### config.mk
export PLATFORM = sky130hd
export DESIGN_NAME = instr_encoder
export DESIGN_NICKNAME = d
export VERILOG_FILES = /design/src/rtl/instr_encoder.sv
export SDC_FILE = /design/constraint.sdc
export NUM_CORES = 1
export LEC_CHECK = 0
export ABC_AREA = 1
export CAP_MARGIN = 5
export CORE_MARGIN = 4
export CORE_UTILIZATION = 24
export DETAILED_ROUTE_END_ITERATION = 12
export PLACE_DENSITY_LB_ADDON = 0.25
export SETUP_SLACK_MARGIN = 0.3
export SLEW_MARGIN = 25
export SYNTH_ARGS = -nofsm -noshare
export SYNTH_HDL_FRONTEND = slang
export SYNTH_SLANG_ARGS = --single-unit
### constraint.sdc
create_clock -name clk -period 4.5 [get_ports clk]
set_input_delay 0.45 -clock clk [delete_from_list [all_inputs] [get_ports clk]]
set_output_delay 0.45 -clock clk [all_outputs]
set_load 0.03 [all_outputs]
### src/rtl/instr_encoder.sv
// RV32I instruction encoder: turns a decoded field set into a 32-bit word behind a
// single output register, tags it with its imem byte address and flags bad requests.
module instr_encoder #(
    parameter logic [31:0] BASE_ADDR = 32'h0000_0000,
    parameter int          DEPTH     = 64
) (
    input  logic        clk,
    input  logic        reset,
    input  logic        in_valid,
    output logic        in_ready,
    input  logic [2:0]  in_class,
    input  logic [4:0]  in_rd,
    input  logic [4:0]  in_rs1,
    input  logic [4:0]  in_rs2,
    input  logic [2:0]  in_funct3,
    input  logic        in_funct7b5,
    input  logic [31:0] in_imm,
    output logic        out_valid,
    input  logic        out_ready,
    output logic [31:0] out_instr,
    output logic [31:0] out_addr,
    output logic        err,
    output logic [1:0]  err_code
);

    localparam logic [31:0] LAST_ADDR = BASE_ADDR + 32'(4 * (DEPTH - 1));

    logic        valid_q, valid_d;
    logic [31:0] instr_q, instr_d;
    logic [31:0] addr_q, addr_d;
    logic        err_q, err_d;
    logic [1:0]  err_code_q, err_code_d;

    logic        accept, xfer;
    logic [31:0] enc;
    logic        class_ok, range_ok;
    logic        is_shift;
    logic signed [31:0] imm_s;

    assign imm_s    = $signed(in_imm);
    assign is_shift = (in_funct3 == 3'b001) || (in_funct3 == 3'b101);
    assign in_ready = !valid_q || out_ready;
    assign accept   = in_valid && in_ready;
    assign xfer     = valid_q && out_ready;

    // Field packing and immediate range check per instruction class.
    always_comb begin
        enc      = '0;
        class_ok = 1'b1;
        range_ok = 1'b1;
        case (in_class)
            3'd0: begin
                enc      = {in_imm[11:0], in_rs1, 3'b010, in_rd, 7'b0000011};
                range_ok = (imm_s >= -32'sd2048) && (imm_s <= 32'sd2047);
            end
            3'd1: begin
                enc      = {in_imm[11:5], in_rs2, in_rs1, 3'b010, in_imm[4:0], 7'b0100011};
                range_ok = (imm_s >= -32'sd2048) && (imm_s <= 32'sd2047);
            end
            3'd2: begin
                enc = {1'b0, in_funct7b5, 5'b0, in_rs2, in_rs1, in_funct3, in_rd, 7'b0110011};
            end
            3'd3: begin
                enc      = {in_imm[12], in_imm[10:5], in_rs2, in_rs1, 3'b000,
                            in_imm[4:1], in_imm[11], 7'b1100011};
                range_ok = (imm_s >= -32'sd4096) && (imm_s <= 32'sd4094) && !in_imm[0];
            end
            3'd4: begin
                if (is_shift) begin
                    enc      = {1'b0, in_funct7b5, 5'b0, in_imm[4:0], in_rs1, in_funct3,
                                in_rd, 7'b0010011};
                    range_ok = (imm_s >= 32'sd0) && (imm_s <= 32'sd31);
                end else begin
                    enc      = {in_imm[11:0], in_rs1, in_funct3, in_rd, 7'b0010011};
                    range_ok = (imm_s >= -32'sd2048) && (imm_s <= 32'sd2047);
                end
            end
            3'd5: begin
                enc      = {in_imm[20], in_imm[10:1], in_imm[11], in_imm[19:12], in_rd, 7'b1101111};
                range_ok = (imm_s >= -32'sd1048576) && (imm_s <= 32'sd1048574) && !in_imm[0];
            end
            default: class_ok = 1'b0;
        endcase
    end

    always_comb begin
        valid_d    = valid_q;
        instr_d    = instr_q;
        addr_d     = addr_q;
        err_d      = err_q;
        err_code_d = err_code_q;
        if (xfer) begin
            valid_d = 1'b0;
            addr_d  = (addr_q == LAST_ADDR) ? BASE_ADDR : addr_q + 32'd4;
        end
        if (accept) begin
            if (class_ok && range_ok) begin
                valid_d = 1'b1;
                instr_d = enc;
            end else if (!err_q) begin
                // Only the first fault is recorded; later ones are swallowed silently.
                err_d      = 1'b1;
                err_code_d = class_ok ? 2'd2 : 2'd1;
            end
        end
    end

    always_ff @(posedge clk) begin
        if (reset) begin
            valid_q    <= 1'b0;
            instr_q    <= '0;
            addr_q     <= BASE_ADDR;
            err_q      <= 1'b0;
            err_code_q <= 2'd0;
        end else begin
            valid_q    <= valid_d;
            instr_q    <= instr_d;
            addr_q     <= addr_d;
            err_q      <= err_d;
            err_code_q <= err_code_d;
        end
    end

    assign out_valid = valid_q;
    assign out_instr = instr_q;
    assign out_addr  = addr_q;
    assign err       = err_q;
    assign err_code  = err_code_q;

endmodule

# Word level (Yosys, flattened, before mapping)
# Index checks and enable logic that the tools add are counted.
# W data, S select, Z words.
# word_totals
regBits	68
output_inout_bits	69
elab_cells	53
# op_classes
n_addsub	1
magnitude_cmp	8
eq_ne	8
n_mux	10
bitwise_logic	2
n_reduce_logical	19
# op_table
op	n
$pmux W32 S6	1
$mux W32	2
$add A32 B3 Y32 const B	1
$eq A32 B8 Y1 const B	1
$ge A32 B1 Y1 const B	1
$ge A32 B12 Y1 const B	1
$ge A32 B13 Y1 const B	1
$ge A32 B21 Y1 const B	1
$le A32 B12 Y1 const B	1
$le A32 B13 Y1 const B	1
$le A32 B21 Y1 const B	1
$le A32 B6 Y1 const B	1
$eq A3 B3 Y1 const B	3
$logic_and A1 B1 Y1	9
$eq A3 B1 Y1 const B	2
$eq A3 B2 Y1 const B	2
$reduce_or A6 Y1	1
$mux W1	5
$pmux W1 S4	1
$reduce_and A2 Y1	2
$logic_not A3 Y1	1
$reduce_and A3 Y1	1
$logic_not A1 Y1	2
$logic_or A1 B1 Y1	2
other kinds (3)	4

# Depth between registers and ports, before layout
# logic_depth
depth_word	7
ltp_mapped	16

# Least setup slack after synthesis
# No wires, ideal clock.
# synth_timing
kind	register to register
start	register addr_q[8] (netlist: out_addr[8])
end	register addr_q[30] (netlist: out_addr[30])
t_arrival_ns	1.950
path_slack_ns	2.431
stages_incl_launch_ff	12
n_path_buf	0
synth_period_minus_slack_ns	2.069
path_cell_list	dfxtp_1 -> inv_1 -> nor3_2 -> nand4_1 -> nor2_1 -> nand2_1 -> nor2_2 -> nand2_1 -> nor2_2 -> nand4_1 -> o21ai_0 -> a21oi_1
# synth_between
elab_chain_cells	2
elab_cells_between_ends	3
# synth_rtl
element	line_no	text
from (decl)	30	logic [31:0] addr_q, addr_d;
from (signal assigned)	118	addr_q <= addr_d;
$add A32 B3 Y32 / $eq A32 B8 Y1 (equally long branches)	94	addr_d = (addr_q == LAST_ADDR) ? BASE_ADDR : addr_q + 32'd4;
$mux W32 (*)	94	
# Every way passes the cells marked *; elsewhere a longest branch is shown, timed or not.
# A chain may end at the register's enable or synchronous reset.

# Final worst setup path
# layout_timing
start	input port in_class[2]
end	register instr_q[3] (netlist: out_instr[3])
# layout_between
elab_chain_cells	5
elab_cells_between_ends	13
# layout_rtl
element	line_no	text
from (decl)	11	input logic [2:0] in_class,
$eq A3 B1 Y1, or another cell as far along	51	case (in_class)
$reduce_or A2 Y1 (no source line) / $reduce_or A6 Y1 (equally long branches)	n/a	
$pmux W1 S4 / $mux W1 (equally long branches)	51	
$logic_and A1 B1 Y1	97	if (class_ok && range_ok) begin
$reduce_and A2 Y1 (no source line)	n/a	
to (signal assigned)	117	instr_q <= instr_d;
to (decl)	29	logic [31:0] instr_q, instr_d;
# Several ways; a longest one is shown, not always the timed one.

==> impl_metrics.yaml <==
clock_network:
  cts_made_buffers: 9
  ctsLongestPathBuffers: 2
  cts_tree: "yes"
  clk_pin_slew_ps: 50
  ctsHoldBuffers: 0
  cts_root_buffer: "clkbuf_16"
  post_cts_buffers: 0
  cts_sinks: 64
  cts_resized: 0
  worstSkewPairLatency_ps: 330
  htreeDepth: 3
detailed_routing:
  vias_per_cell: 4.569
  drc: 0
  vias: 4016
  firstDrtPassIters: 4
  routedWlPerCell_um: 13.55
  ant_nets: 0
  drt_iter0_drc: 241
  routed_wl_um: 11910
floorplan:
  die_w_um: 130.4
  rows: 44
  boundaryPins: 127
  core_um2: 14590
  initial_core_util_pct: 24.63
  die_y_um: 130.4
  design.die.area_um2: 16990
final_layout:
  num-nets-final: 750
  drive_gt1_share_pct: 5.036
  final_core_utilization_pct: 36.36
  syn2layout_area_growth_pct: 47.63
  num-fill-cells: 1522
  num_antenna_cells: 0
  final_cell_count_no_fill: 879
yosys:
  synth_cell_types: 41
  ys.flop_type: "dfxtp_1"
  synth_edf_count: 0
  ys_seq_area_share_pct: 35.65
  ys_ff_latch: 64
  syn_avg_cell_area_um2: 6.315
  synth_area_um2: 3593
  yosysWarnings: 0
  synthArstFlopShare_pct: 0
  syn_inst: 569
job:
  max-cap-violations: 0
timing:
  tns_ps: 0
  fin_crit_ps: 2865
  finalHoldViolCount: 0
  grt_setup_unrepaired: "false"
  worstMarginPinSlew_ps: 545.2
  final-setup-viol-count: 0
  finalClockSkew_ps: 4.482
  slew_viol_final: 0
  fmax_ghz: 0.3491
  min_period_over_period_pct: 63.66
  slew_headroom_pct: 63.27
worst_setup_path:
  timing.rr.start: "out_addr[8]$_SDFFE_PP0P_"
  critPathRequiredTime_ps: 4760
  worstPathMaxFanout: 36
  r2r_cells: 11
  r2r_slack_ps: 2210
  r2r_end: "out_addr[30]$_SDFFE_PP0P_"
  crit_start: "in_class[2]"
  worstSetupStartpointType: "input pin"
  criticalPathCategory: "input pin to flip-flop"
  worst_ep_arrival_time_ps: 3130
  cp-end-kind: "flip-flop"
  cp-endpoint: "out_instr[3]$_SDFFE_PP0P_"
placement:
  post-place-cells: 863
  hpwl_um: 9665
  io_buffer_count: 124
  gp_congestion: 0.8562
global_route:
  antenna_found_initial: 0
  grt_pass1_wl_um: 19150
  grt.overflow.total: 0
  grtUsageTotal_pct: 14.28
  grt_pass1_vias: 3937
  grt_max_degree: 37
min_path:
  min_path_type: "flip-flop to flip-flop"
  holdPathStages: 2
power_and_ir_drop:
  power.density_nw_per_um2: 290.5
  ir_drop_v: 0.0001720
  power_mw: 1.541
  power.leakage_nw: 2.007
run_status:
  status: "finished, final reports clean"
[report_power, final]
group	internal [mW]	switching, mW	leakage, nW
clock	0.485	0.262	0.159
combinational	0.0912	0.118	1.33
sequential	0.577	0.00713	0.517
[state kept, by name, indices dropped and copies added, names as in the netlist]
register   flops
err            1
err_code       2
out_addr      30
out_instr     30
out_valid      1
[cell usage after synthesis (all sizes together), types with 3 or more instances]
cell,instances,share of area [%]
buf,10,2.1
inv,74,7.7
nand2,172,18
and2,4,0.70
nand3,18,2.9
nor4,8,1.4
a211oi,3,0.63
a21oi,45,6.3
dfxtp,64,36
nand4,14,2.4
clkbuf,7,0.73
nor2,73,7.9
nor3b,6,1.3
nor3,16,2.7
o21ai,34,4.7
[how the worst min path moves through the flow]
stage                         startpoint                   endpoint
2_1_floorplan   err_code[1]$_SDFFE_PP0P_   err_code[1]$_SDFFE_PP0P_
3_3_place_gp    err_code[0]$_SDFFE_PP0P_   err_code[0]$_SDFFE_PP0P_
3_5_place_dp   out_instr[9]$_SDFFE_PP0P_  out_instr[9]$_SDFFE_PP0P_
4_1_cts        out_instr[7]$_SDFFE_PP0P_  out_instr[7]$_SDFFE_PP0P_
5_1_grt         err_code[0]$_SDFFE_PP0P_   err_code[0]$_SDFFE_PP0P_
6_report       out_instr[7]$_SDFFE_PP0P_  out_instr[7]$_SDFFE_PP0P_
[layout by cell type (no fill, tap or decap), drive strengths merged]
| cell type | count |
|---|---|
| and2 | 4 |
| dfxtp | 64 |
| nor2 | 73 |
| a211oi | 3 |
| a221o | 1 |
| inv | 74 |
| xnor2 | 1 |
| clkbuf | 9 |
| or2 | 1 |
| nand3b | 1 |
| o31ai | 1 |
| buf | 2 |
| a21oi | 45 |
| nor3 | 16 |
| o22ai | 2 |
| o221a | 1 |
| bufinv | 2 |
| xor2 | 2 |
| conb | 2 |
| o211ai | 2 |
| o2111a | 1 |
| a22o | 1 |
| o211a | 1 |
| o21ai | 34 |
| nor4 | 8 |
| nand2 | 172 |
| ha | 2 |
| nand4 | 14 |
| clkinv | 6 |
| o21a | 2 |
| clkdlybuf4s50 | 124 |
| nor3b | 6 |
| nand3 | 18 |
[routing by layer]
metal  part of all wire, %  track usage, %
met2                    48           24.35
met3                   7.7           4.175
met5                     0               0
met1                    43           17.43
met4                   1.2           4.295
[area by class of cell]
| cell class | instances | area (um^2) | area share [%] |
|---|---|---|---|
| Multi-Input combinational cell | 414 | 1933 | 36.44 |
| Sequential cell | 64 | 1281 | 24.15 |
| Timing Repair Buffer | 126 | 1256 | 23.68 |
| Inverter | 75 | 282.8 | 5.330 |
| Tap cell | 184 | 230.2 | 4.340 |
| Clock buffer | 9 | 225.2 | 4.245 |
| Clock inverter | 7 | 96.34 | 1.816 |
[cells by family (layout without fill, tap and decap cells)]
family	after synthesis	in the layout	share of synthesized area [%]
AOI/OAI and AO/OA	94	94	14.45
xor gates and xnor gates	3	3	0.7313
adders and majority gates	2	2	0.6963
buffers and inverters	92	217	10.65
DFF	64	64	35.65
other	1	2	0.1044
and+or+nand+nor	313	313	37.71
[worst max-delay path, stage by stage]
cell and delay (ps):
clkdlybuf4s50_1 680, inv_2 80, nor3_4 380, inv_2 120
nand2_2 100, inv_2 40, nor2_1 80, nand3_1 100
nand2_2 110, nand3_4 330, clkinv_2 400, nand2_1 120
a21oi_1 130
[metrics by stage]
step	cell area (um^2)	worst slack (ps)	hold slack, ps
after floorplan	3597	2431	586.2
after global placement	4984	1380	453.0
after detailed placement	4984	1291	460.1
after CTS	5305	1636	468.8
after global routing	5305	1342	483.5
final	5305	1635	464.2
Power figures use the tool's default switching activity.
